### config.mk
export PLATFORM = sky130hd
export DESIGN_NAME = pipeline_skid_stage_flat
export DESIGN_NICKNAME = d
export VERILOG_FILES = /design/src/rtl/pipeline_skid_stage_if.sv /design/src/rtl/pipeline_skid_stage.sv /design/src/flat_wrapper.sv
export SDC_FILE = /design/constraint.sdc
export NUM_CORES = 1
export LEC_CHECK = 0
export BUFFER_PORTS_ARGS = -buffer_cell sky130_fd_sc_hd__buf_2
export CORE_MARGIN = 2
export CORE_UTILIZATION = 45
export CTS_BUF_LIST = sky130_fd_sc_hd__clkbuf_16
export CTS_CLUSTER_DIAMETER = 80
export DETAILED_ROUTE_END_ITERATION = 8
export HOLD_SLACK_MARGIN = 0.02
export PLACE_DENSITY = 0.75
export SLEW_MARGIN = 15
export SYNTH_ARGS = -nofsm -noshare
export SYNTH_HDL_FRONTEND = slang
export SYNTH_SLANG_ARGS = --single-unit
### constraint.sdc
create_clock -name clk -period 4 [get_ports clk]
set_input_delay 0.8 -clock clk [delete_from_list [all_inputs] [get_ports clk]]
set_output_delay 0.8 -clock clk [all_outputs]
set_load 0.02 [all_outputs]
### src/rtl/pipeline_skid_stage_if.sv
// Valid/ready handshake bundle carrying one WIDTH-bit stage word.
// master drives valid/data and samples ready; slave is the mirror image.
interface pipeline_skid_stage_if #(
  parameter int WIDTH = 32
);
  logic             valid;
  logic             ready;
  logic [WIDTH-1:0] data;

  modport master (output valid, output data, input ready);
  modport slave  (input valid, input data, output ready);
endinterface

### src/rtl/pipeline_skid_stage.sv
// Elastic inter-stage register: output register plus one-entry skid buffer, registered ready.
// Define PIPE_STAGE_STALL_CNT_EN to build the saturating downstream stall counter.
module pipeline_skid_stage #(
  parameter int               WIDTH     = 32,
  parameter logic [WIDTH-1:0] RESET_VAL = '0
) (
  input  logic                  clk,
  input  logic                  rst,
  input  logic                  flush,
  pipeline_skid_stage_if.slave  up,
  pipeline_skid_stage_if.master dn,
  output logic [31:0]           stall_count
);

  logic             valid_q, valid_d;
  logic [WIDTH-1:0] data_q, data_d;
  logic             skid_vld_q, skid_vld_d;
  logic [WIDTH-1:0] skid_dat_q, skid_dat_d;
  logic             in_fire;
  logic             out_free;

  // ready comes straight off the skid flop so downstream stalls never ripple upstream
  assign up.ready = ~skid_vld_q;
  assign dn.valid = valid_q;
  assign dn.data  = data_q;

  assign in_fire  = up.valid & ~skid_vld_q;
  assign out_free = ~valid_q | dn.ready;

  always_comb begin
    valid_d    = valid_q;
    data_d     = data_q;
    skid_vld_d = skid_vld_q;
    skid_dat_d = skid_dat_q;
    if (flush) begin
      valid_d    = 1'b0;
      skid_vld_d = 1'b0;
    end else if (out_free) begin
      if (skid_vld_q) begin
        data_d     = skid_dat_q;
        valid_d    = 1'b1;
        skid_vld_d = 1'b0;
      end else if (in_fire) begin
        data_d  = up.data;
        valid_d = 1'b1;
      end else begin
        valid_d = 1'b0;
      end
    end else if (in_fire) begin
      skid_dat_d = up.data;
      skid_vld_d = 1'b1;
    end
  end

  always_ff @(posedge clk) begin
    if (rst) begin
      valid_q    <= 1'b0;
      data_q     <= RESET_VAL;
      skid_vld_q <= 1'b0;
      skid_dat_q <= RESET_VAL;
    end else begin
      valid_q    <= valid_d;
      data_q     <= data_d;
      skid_vld_q <= skid_vld_d;
      skid_dat_q <= skid_dat_d;
    end
  end

`ifdef PIPE_STAGE_STALL_CNT_EN
  logic [31:0] stall_cnt_q, stall_cnt_d;

  // flush deliberately leaves the count alone; only reset clears it
  always_comb begin
    stall_cnt_d = stall_cnt_q;
    if (valid_q && !dn.ready && (stall_cnt_q != 32'hFFFF_FFFF))
      stall_cnt_d = stall_cnt_q + 32'd1;
  end

  always_ff @(posedge clk) begin
    if (rst) stall_cnt_q <= 32'd0;
    else     stall_cnt_q <= stall_cnt_d;
  end

  assign stall_count = stall_cnt_q;
`else
  assign stall_count = 32'd0;
`endif

endmodule
### src/flat_wrapper.sv
// flat-port wrapper written by rule: the top's interface ports become plain ports
module pipeline_skid_stage_flat 
#(
  parameter int               WIDTH     = 32,
  parameter logic [WIDTH-1:0] RESET_VAL = '0
)
  (clk, rst, flush, stall_count, up_valid, up_data, up_ready, dn_valid, dn_data, dn_ready);
  pipeline_skid_stage_if #(.WIDTH(WIDTH)) up_i ();
  pipeline_skid_stage_if #(.WIDTH(WIDTH)) dn_i ();
  input  logic clk;
  input  logic rst;
  input  logic flush;
  output logic [31:0] stall_count;
  input wire logic [$bits(up_i.valid)-1:0] up_valid;
  input wire logic [$bits(up_i.data)-1:0] up_data;
  output wire logic [$bits(up_i.ready)-1:0] up_ready;
  output wire logic [$bits(dn_i.valid)-1:0] dn_valid;
  output wire logic [$bits(dn_i.data)-1:0] dn_data;
  input wire logic [$bits(dn_i.ready)-1:0] dn_ready;
  assign up_i.valid = up_valid;
  assign up_i.data = up_data;
  assign up_ready = up_i.ready;
  assign dn_valid = dn_i.valid;
  assign dn_data = dn_i.data;
  assign dn_i.ready = dn_ready;
  pipeline_skid_stage #(.WIDTH(WIDTH), .RESET_VAL(RESET_VAL)) u_core (.clk(clk), .rst(rst), .flush(flush), .up(up_i), .dn(dn_i), .stall_count(stall_count));
endmodule
==> results of run 1 <==
==> critical path: stages <==
cell,delay [ns]
buf_2,0.55
or3_1,0.99
a211oi_1,0.22
==> placed cells by master, fill, tap and decap left out <==
cell type | synthesis | final
mux2i_1 | 32 | 32
clkinv_1 | 0 | 3
clkbuf_16 | 0 | 9
nor2b_2 | 0 | 1
conb_1 | 1 | 32
nor4b_4 | 1 | 1
inv_1 | 33 | 34
buf_2 | 2 | 70
dfxtp_1 | 66 | 65
buf_4 | 36 | 4
dfxtp_2 | 0 | 1
a211oi_1 | 33 | 33
bufinv_16 | 0 | 1
nor2_4 | 0 | 1
or3_1 | 1 | 1
nand2b_1 | 65 | 65
clkinv_2 | 0 | 1
nor4_1 | 33 | 33
mux2_2 | 32 | 32
==> layout make-up <==
class,count,area (µm²)
fillers,672,3390
repair buffers,74,380
multi-input cells,231,1710
inverters,33,124
flip-flops and latches,66,1320
clock inverters,6,50.0
well taps,99,124
clock buffers,9,225
==> metrics by stage <==
step	hold WS (ns)	utilization, %	instance area [µm²]
2_1_floorplan	0.445	-	3550
3_3_place_gp	0.442	50.0	3660
3_5_place_dp	0.447	50.0	3660
4_1_cts	0.455	53.7	3940
5_1_grt	0.478	53.7	3940
6_report	0.450	53.7	3940
==> kinds of logic after synthesis <==
kind of cell / share of synthesized area (%)
AOI/OAI and AO/OA: 7.21
buffers and inverters: 15.4
DFF: 38.5
muxes: 19.8
other: 0.109
and+or+nand+nor: 19.0
==> path summary, 6_finish.rpt <==
| check | cells after the start | start | to |
|---|---|---|---|
| max | 3 | flush | u_core.dn.data[10] |
| min | 2 | u_core.dn.data[9] | u_core.dn.data[9] |
| max reg2reg | 3 | u_core.skid_vld_q | u_core.dn.data[10] |
| min reg2reg | 2 | u_core.dn.data[9] | u_core.dn.data[9] |
==> power by group <==
group / switching, µW / total [µW] / internal, µW
Clock: 267 / 736 / 468
Combinational: 134 / 212 / 77.7
Sequential: 13.8 / 698 / 684
==> metal layers <==
layer	vias up	GRT usage, %
met2	82	28.6
met3	11	4.65
li1	1280	-
met4	0	8.33
met5	-	0
met1	1263	23.0
==> cells in the mapped netlist <==
library cell,number
a211oi_1,33
buf_2,2
buf_4,36
buf_6,3
clkbuf_1,24
conb_1,1
dfxtp_1,66
inv_1,33
mux2_2,32
mux2i_1,32
nand2b_1,65
nor2_1,1
nor2b_1,1
nor4_1,33
nor4b_4,1
or3_1,1
==> registers in the layout, indices dropped and copies added, names as in the netlist <==
name               cells
u_core.dn.data        32
u_core.dn.valid        1
u_core.skid_dat_q     32
u_core.skid_vld_q      1
==> flow_metrics.py, run 1 <==
metrics = {
    "run_status": {
        "status": "finished clean",
    },
    "finish": {
        "syn_to_final_growth_pct": 14.6,
        "drive_above_1_share_pct": 28.9,
        "nets": 452,
        "final-instance-count-excl-fill": 518,
        "antennaDiodeCount": 0,
    },
    "yosys": {
        "yosysWarningCount": 0,
        "synth.largest_area_cell": "dfxtp_1",
        "avgSynthCellArea_um2": 9.44,
        "synth_seq_cells": 66,
        "synth_cells": 364,
        "synth.area.top_cells": "dfxtp_1, nand2b_1, mux2_2, mux2i_1, buf_4",
        "synth_cell_types": 16,
        "netlist.area_leader.share_pct": 38.5,
        "ys_seq_area_share_pct": 38.5,
        "syn_area_um2": 3430,
    },
    "detailed_routing": {
        "drcViolationCount": 0,
        "met3_length_um": 435,
        "ant_nets": 0,
        "via_count": 2636,
        "dr.pass1.iters": 4,
        "wl_per_cell_um": 14.3,
        "wl_um": 7400,
        "wl_met1_um": 3390,
        "first_iter_violations": 116,
        "viasPerCell": 5.09,
        "highest_layer": "met4",
        "dr_wl_met2_um": 3450,
    },
    "floorplanning": {
        "core_um2": 7330,
        "placementRows": 31,
        "die_area_um2": 8350,
        "ios": 103,
        "initial_utilization_pct": 46.9,
        "die_height_um": 91.4,
        "die-width_um": 91.4,
    },
    "sta": {
        "final.setup.tns_ns": 0,
        "fmax_ghz": 0.412,
        "finalSetupViolations": 0,
        "hold_violations": 0,
        "finalCriticalPeriod_ns": 2.43,
        "tightest_slew_ns": 1.15,
        "layout_setup_ws_ns": 1.57,
        "fin_skew_ns": 0.00423,
        "rsz0062_at_grt": "false",
        "slew_headroom_pct": 23.1,
        "period_share_pct": 60.7,
        "drv_slew": 0,
    },
    "placed_design": {
        "dp_hpwl_um": 4670,
        "dp.cells": 503,
        "place_congestion": 0.703,
        "numPortBuffers": 70,
        "pre_cts_slack_ns": 1.31,
    },
    "cts": {
        "cts_max_level": 3,
        "cts_inserted_buffers": 9,
        "clk_latency_ns": 0.32,
        "hold_buffers": 0,
        "cts.clk_slew.worst_paths_ns": 0.05,
        "cts_setup_buffers": 0,
        "ctsLongestPathBuffers": 2,
        "cts_resized": 0,
        "cts-root-buf": "clkbuf_16",
        "cts.sinks": 66,
        "cts_tree": "done",
    },
    "critical_path": {
        "cp-start-kind": "primary input",
        "critical_path_required_ns": 4.15,
        "r2r_slack_ns": 1.63,
        "worst-path-max-fanout": 36,
        "crit_path_end_kind": "flip-flop",
        "crit_type": "in -> reg",
        "crit_arrival_ns": 2.58,
    },
    "global_routing": {
        "track_usage_pct": 18.1,
        "grt_max_degree": 69,
        "antenna_found_initial": 0,
        "grt_pass1_wl_um": 12100,
        "grt_pass1_vias": 2524,
        "grt.overflow.total": 0,
    },
    "power_and_ir_drop": {
        "p_leak_uw": 0.00155,
        "power_per_cell_area_nw_per_um2": 418,
        "vdd_drop_max_mv": 0.259,
        "fin_total_pwr_uw": 1650,
    },
    "run": {
        "drv_cap": 0,
    },
    "hold_path": {
        "hp-class": "reg -> reg",
    },
}
Power figures use the tool's default switching activity.
==> run 2, diff against run 1 <==
--- a/config.mk
+++ b/config.mk
@@ -5,6 +5,7 @@
 export SDC_FILE = /design/constraint.sdc
 export NUM_CORES = 1
 export LEC_CHECK = 0
+export ABC_AREA = 1
 export BUFFER_PORTS_ARGS = -buffer_cell sky130_fd_sc_hd__buf_2
 export CORE_MARGIN = 2
 export CORE_UTILIZATION = 45
==> constraint.sdc (replaced) <==
create_clock -name clk -period 2.28 [get_ports clk]
set_input_delay 0.456 -clock clk [delete_from_list [all_inputs] [get_ports clk]]
set_output_delay 0.456 -clock clk [all_outputs]
set_load 0.02 [all_outputs]
==> run 2 against run 1 <==
Clock skew hardly changed. Synthesized cell count up 46%. Critical path depth is 4 higher. Critical path type is now reg -> reg. Critical endpoint is now u_core.skid_dat_q[25]. Largest power group unchanged.
==> flow_metrics.py, run 2 <==
metrics = {
    "critical_path": {
        "cp-start-kind": "flip-flop",
        "crit_path_cell_trace": "buf_4, nor2_8, nand2_1, nor2_4, buf_4, nor2_1, nor2_1",
        "r2r_slack_ns": 0.68,
        "worst-path-buf-inv": 2,
        "crit_type": "reg -> reg",
        "crit_path_end_kind": "flip-flop",
        "regToRegEndpoint": "u_core.skid_dat_q[25]",
        "crit_arrival_ns": 1.86,
        "r2r-start": "u_core.skid_vld_q",
        "critPathSlowestCell": "dfxtp_2",
        "worstSetupEndpoint": "u_core.skid_dat_q[25]",
        "worst-path-max-fanout": 30,
        "crit_family": "simple AND/OR/NAND/NOR gates",
        "crit_path_max_incr_delay_ns": 0.33,
        "r2r_cells": 7,
        "critical_path_required_ns": 2.54,
        "crit_path_start": "u_core.skid_vld_q",
        "cp.depth": 7,
    },
    "sta": {
        "period_share_pct": 70.2,
        "fin_skew_ns": 0.00473,
        "drv_slew": 0,
        "finalCriticalPeriod_ns": 1.60,
        "fmax_ghz": 0.625,
        "final.setup.tns_ns": 0,
        "hold_violations": 0,
        "finalSetupViolations": 0,
        "rsz0062_at_grt": "false",
    },
    "detailed_routing": {
        "viasPerCell": 4.48,
        "wl_um": 7550,
        "drcViolationCount": 0,
        "ant_nets": 0,
        "via_count": 3116,
        "wl_per_cell_um": 10.9,
        "dr.pass1.iters": 4,
        "first_iter_violations": 131,
    },
    "cts": {
        "cts.clk_slew.worst_paths_ns": 0.06,
        "cts.sinks": 66,
        "cts_inserted_buffers": 9,
        "ctsLongestPathBuffers": 2,
        "cts_setup_buffers": 0,
        "cts_tree": "done",
        "cts_resized": 0,
        "hold_buffers": 0,
        "cts-root-buf": "clkbuf_16",
        "clk_latency_ns": 0.33,
        "cts_max_level": 3,
    },
    "global_routing": {
        "track_usage_pct": 19.0,
        "grt.overflow.total": 0,
        "use_met2_pct": 32.5,
        "grt_max_degree": 39,
        "met1_usage_pct": 22.9,
        "top_usage_layer": "met2",
        "met3_usage_pct": 5.48,
        "grt_pass1_wl_um": 12800,
        "grt_pass1_vias": 2944,
        "antenna_found_initial": 0,
    },
    "placed_design": {
        "place_congestion": 0.772,
        "numPortBuffers": 70,
        "dp_hpwl_um": 4920,
    },
    "finish": {
        "nFillCells": 733,
        "syn_to_final_growth_pct": 15.8,
        "drive_above_1_share_pct": 17.3,
        "utilization_pct": 54.1,
        "antennaDiodeCount": 0,
        "final_cell_mix": "nand2_1, nor2_1, inv_1, buf_2, dfxtp_1",
        "nets": 628,
        "layout_commonest_cell": "nand2_1",
    },
    "floorplanning": {
        "die_height_um": 91.3,
        "core_um2": 7330,
        "ios": 103,
        "die_area_um2": 8330,
        "placementRows": 31,
        "die-width_um": 91.3,
        "initial_utilization_pct": 46.7,
    },
    "yosys": {
        "synth_seq_cells": 66,
        "synth.area.top_cells": "dfxtp_1, nand2_1, nor2_1, inv_1, buf_4",
        "synth_cells": 533,
        "yosysMostFrequentCell": "nand2_1",
        "netlist.area_leader.share_pct": 38.6,
        "synth_cell_types": 18,
        "ys_seq_area_share_pct": 38.6,
        "avgSynthCellArea_um2": 6.43,
        "syn_area_um2": 3430,
        "synth_common_cells": "nand2_1, nor2_1, inv_1",
        "synth.largest_area_cell": "dfxtp_1",
        "yosysWarningCount": 0,
        "ys.flop_type": "dfxtp_1",
        "synthArstFlopShare_pct": 0,
        "synth_edf_count": 0,
    },
    "power_and_ir_drop": {
        "vdd_drop_max_mv": 0.422,
        "p_leak_uw": 0.00209,
        "power_per_cell_area_nw_per_um2": 746,
    },
    "hold_path": {
        "hp-class": "in -> reg",
        "min-delay-start": "up_data[0]",
    },
    "run": {
        "drv_cap": 0,
    },
    "run_status": {
        "status": "finished clean",
    },
}
-- run 2: cell types whose count changed in the layout (fill, tap and decap cells not counted), sizes merged, moves of 32 or more --
cell	previous run	this run
nand2	0	132
nor2	1	131
nand2b	65	0
inv	34	72
a211oi	33	0
nor4	33	0
mux2	32	0
mux2i	32	0
nand4	0	32
o21ai	0	32
-- run 2: final cells by class --
| cell class | instances | area [µm²] | share of cell area [%] |
|---|---|---|---|
| inverters | 71 | 267 | 6.72 |
| repair buffers | 81 | 445 | 11.2 |
| clock buffers | 9 | 225 | 5.67 |
| clock inverters | 7 | 61.3 | 1.54 |
| flip-flops and latches | 66 | 1320 | 33.3 |
| multi-input cells | 362 | 1520 | 38.4 |
| well taps | 99 | 124 | 3.12 |
-- run 2: worst min-delay path by stage --
stage | to | slack [ns] | cells after the start
global route | u_core.skid_dat_q[23] | 0.48 | 5
detailed placement | u_core.skid_dat_q[30] | 0.47 | 2
CTS | u_core.skid_dat_q[0] | 0.47 | 5
floorplan | u_core.skid_dat_q[17] | 0.45 | 2
global placement | u_core.skid_dat_q[31] | 0.46 | 2
finish | u_core.skid_dat_q[0] | 0.48 | 5
-- run 2: cell families (layout without fill, tap and decap cells) --
group                  Yosys count  after routing  synth area share, %
DFF                             66             66                 38.6
and+or+nand+nor                297            297                 36.1
AOI/OAI and AO/OA               33             33                 4.82
other                            1             32                0.109
buffers and inverters          136            168                 20.4
-- run 2: power by group --
part | switching (µW) | total [µW] | internal, µW
clock network | 499 | 1330 | 834
logic | 278 | 400 | 121
registers | 23.2 | 1230 | 1200
total | 801 | 2960 | 2160
-- run 2: metal layers --
layer / vias up / wire length (µm)
met1: 1348 / 3560
met3: 2 / 425
met2: 109 / 3550
met4: 0 / 21
li1: 1657 / -
met5: - / 0
-- run 2: per-stage QoR --
stage / instances / total power [µW] / hold slack, ns / setup slack, ns / cell area, µm²
2_1_floorplan: 564 / 1580 / 0.454 / 1.02 / 3540
3_3_place_gp: 679 / 1640 / 0.463 / 0.665 / 3680
3_5_place_dp: 679 / 1650 / 0.473 / 0.576 / 3680
4_1_cts: 695 / 2980 / 0.471 / 0.700 / 3970
5_1_grt: 695 / 3090 / 0.483 / 0.564 / 3970
6_report: 695 / 2960 / 0.477 / 0.680 / 3970
-- run 2: tightest hold or removal path, cell delays in order --
cell and delay (ns):
buf_2 0.08, inv_1 0.04, nand4_1 0.08, nand2_1 0.05
nor2_1 0.07
==> run 3, diff against run 2 <==
==> constraint.sdc (replaced) <==
create_clock -name clk -period 1.63 [get_ports clk]
set_input_delay 0.326 -clock clk [delete_from_list [all_inputs] [get_ports clk]]
set_output_delay 0.326 -clock clk [all_outputs]
set_load 0.02 [all_outputs]
==> run 3 against run 2 <==
Wire length fell by 5.1%. Highest routed layer unchanged. Via count rose by 0.32%. Critical endpoint is now u_core.skid_dat_q[13]. Cell area rose by 2.5%. Clock skew rose by 0.00053 ns. Hold slack got worse by 0.13 ns. Sequential share of layout area fell by 0.81 points. Setup slack got worse by 0.35 ns. Non-clock buffer count fell by 1. Maximum frequency rose by 23%.
==> flow_metrics.py, run 3 (same netlist as run 2, synthesis figures left out) <==
metrics = {
    "hold_path": {
        "hp-class": "in -> reg",
        "hold_depth": 5,
        "whs_endpoint": "u_core.skid_dat_q[22]",
        "min-delay-start": "up_data[22]",
    },
    "sta": {
        "final.setup.tns_ns": 0,
        "period_share_pct": 79.6,
        "fin_skew_ns": 0.00525,
        "finalCriticalPeriod_ns": 1.30,
        "rsz0062_at_grt": "false",
        "drv_slew": 0,
        "hold_violations": 0,
        "fmax_ghz": 0.771,
        "finalSetupViolations": 0,
    },
    "floorplanning": {
        "die_height_um": 91.3,
        "placementRows": 31,
        "initial_utilization_pct": 46.7,
        "core_um2": 7330,
        "die-width_um": 91.3,
        "die_area_um2": 8330,
        "ios": 103,
    },
    "global_routing": {
        "antenna_found_initial": 0,
        "track_usage_pct": 17.8,
        "grt_max_degree": 65,
        "grt_pass1_vias": 2888,
        "grt.overflow.total": 0,
        "grt_pass1_wl_um": 12400,
    },
    "power_and_ir_drop": {
        "clockPowerShare_pct": 49.0,
        "comb_power_share_pct": 12.6,
        "p_switching_uw": 1120,
        "p_sw_share_pct": 25.0,
        "power_per_cell_area_nw_per_um2": 1100,
        "vdd_drop_max_mv": 0.563,
        "internal_power_uw": 3350,
        "seqPwrFrac_pct": 38.4,
        "p_leak_uw": 0.00211,
    },
    "finish": {
        "fin_area_um2": 4070,
        "nets": 627,
        "syn_to_final_growth_pct": 18.7,
        "drive_above_1_share_pct": 17.3,
        "layout_commonest_cell": "nand2_1",
        "antennaDiodeCount": 0,
        "final-instance-count-excl-fill": 694,
        "nFillCells": 739,
        "final_cell_mix": "nand2_1, nor2_1, buf_2, inv_1, dfxtp_1",
    },
    "cts": {
        "clk_latency_ns": 0.32,
        "cts_inserted_buffers": 9,
        "hold_buffers": 0,
        "cts_max_level": 3,
        "cts-root-buf": "clkbuf_16",
        "cts.clk_slew.worst_paths_ns": 0.06,
        "cts_tree": "done",
        "cts_resized": 0,
        "cts.sinks": 66,
        "cts_setup_buffers": 0,
        "ctsLongestPathBuffers": 2,
    },
    "critical_path": {
        "r2r-start": "u_core.skid_vld_q",
        "regToRegEndpoint": "u_core.skid_dat_q[13]",
        "worst-path-max-fanout": 19,
        "critical_path_required_ns": 1.84,
        "r2r_cells": 5,
        "crit_type": "reg -> reg",
        "crit_path_end_kind": "flip-flop",
        "cp-start-kind": "flip-flop",
        "crit_arrival_ns": 1.51,
        "r2r_slack_ns": 0.33,
    },
    "placed_design": {
        "placed_area_um2": 3720,
        "numPortBuffers": 70,
        "dp_hpwl_um": 4690,
        "dp.cells": 678,
        "place_congestion": 0.731,
    },
    "run": {
        "drv_cap": 0,
    },
    "detailed_routing": {
        "drcViolationCount": 0,
        "wl_um": 7170,
        "wl_per_cell_um": 10.3,
        "via_count": 3126,
        "dr.pass1.iters": 5,
        "ant_nets": 0,
        "viasPerCell": 4.50,
        "first_iter_violations": 169,
    },
    "run_status": {
        "status": "finished clean",
    },
}
## run 3: worst max path at each step
| stage | from | to |
|---|---|---|
| finish | u_core.skid_vld_q | u_core.skid_dat_q[13] |
| global route | u_core.skid_vld_q | u_core.skid_dat_q[26] |
| floorplan | u_core.dn.valid | u_core.dn.data[10] |
| CTS | u_core.skid_vld_q | u_core.skid_dat_q[13] |
| global placement | flush | u_core.skid_dat_q[5] |
| detailed placement | flush | u_core.skid_dat_q[9] |
## run 3: critical path, cell delays in order (launching register included)
cell and delay, ns:
dfxtp_2 0.37, nor2_8 0.24, buf_4 0.30, nand4_1 0.14
nand2_1 0.09, nor2_1 0.05
## run 3: area by class of cell
class | instances | area (µm²) | area share (%)
well taps | 99 | 124 | 3.05
clock inverters | 7 | 118 | 2.89
clock buffers | 9 | 225 | 5.54
repair buffers | 80 | 488 | 12.0
inverters | 71 | 267 | 6.55
multi-input cells | 362 | 1520 | 37.5
flip-flops and latches | 66 | 1320 | 32.5
## run 3: power groups by stage
stage / sequential (µW) / clock, µW / combinational [µW]
after floorplan: 1820 / 0 / 388
after global placement: 1750 / 0 / 555
after global routing: 1720 / 2310 / 633
after CTS: 1720 / 2230 / 566
after detailed placement: 1750 / 0 / 564
final: 1720 / 2190 / 564
## run 3: metrics by stage
stage	hold slack, ns	setup slack (ns)	power, µW	utilization [%]
2_1_floorplan	0.454	0.438	2210	-
4_1_cts	0.342	0.333	4510	55.5
6_report	0.349	0.333	4470	55.5
3_5_place_dp	0.473	0.249	2310	50.8
5_1_grt	0.377	0.245	4670	55.5
3_3_place_gp	0.462	0.298	2300	50.8
## run 3: routing by layer
| layer | global-route usage, % | up-vias | routed length, µm |
|---|---|---|---|
| met5 | 0 | - | 0 |
| met1 | 22.2 | 1372 | 3390 |
| li1 | - | 1655 | - |
| met4 | 6.44 | 0 | 87 |
| met2 | 30.2 | 90 | 3300 |
| met3 | 3.73 | 9 | 387 |
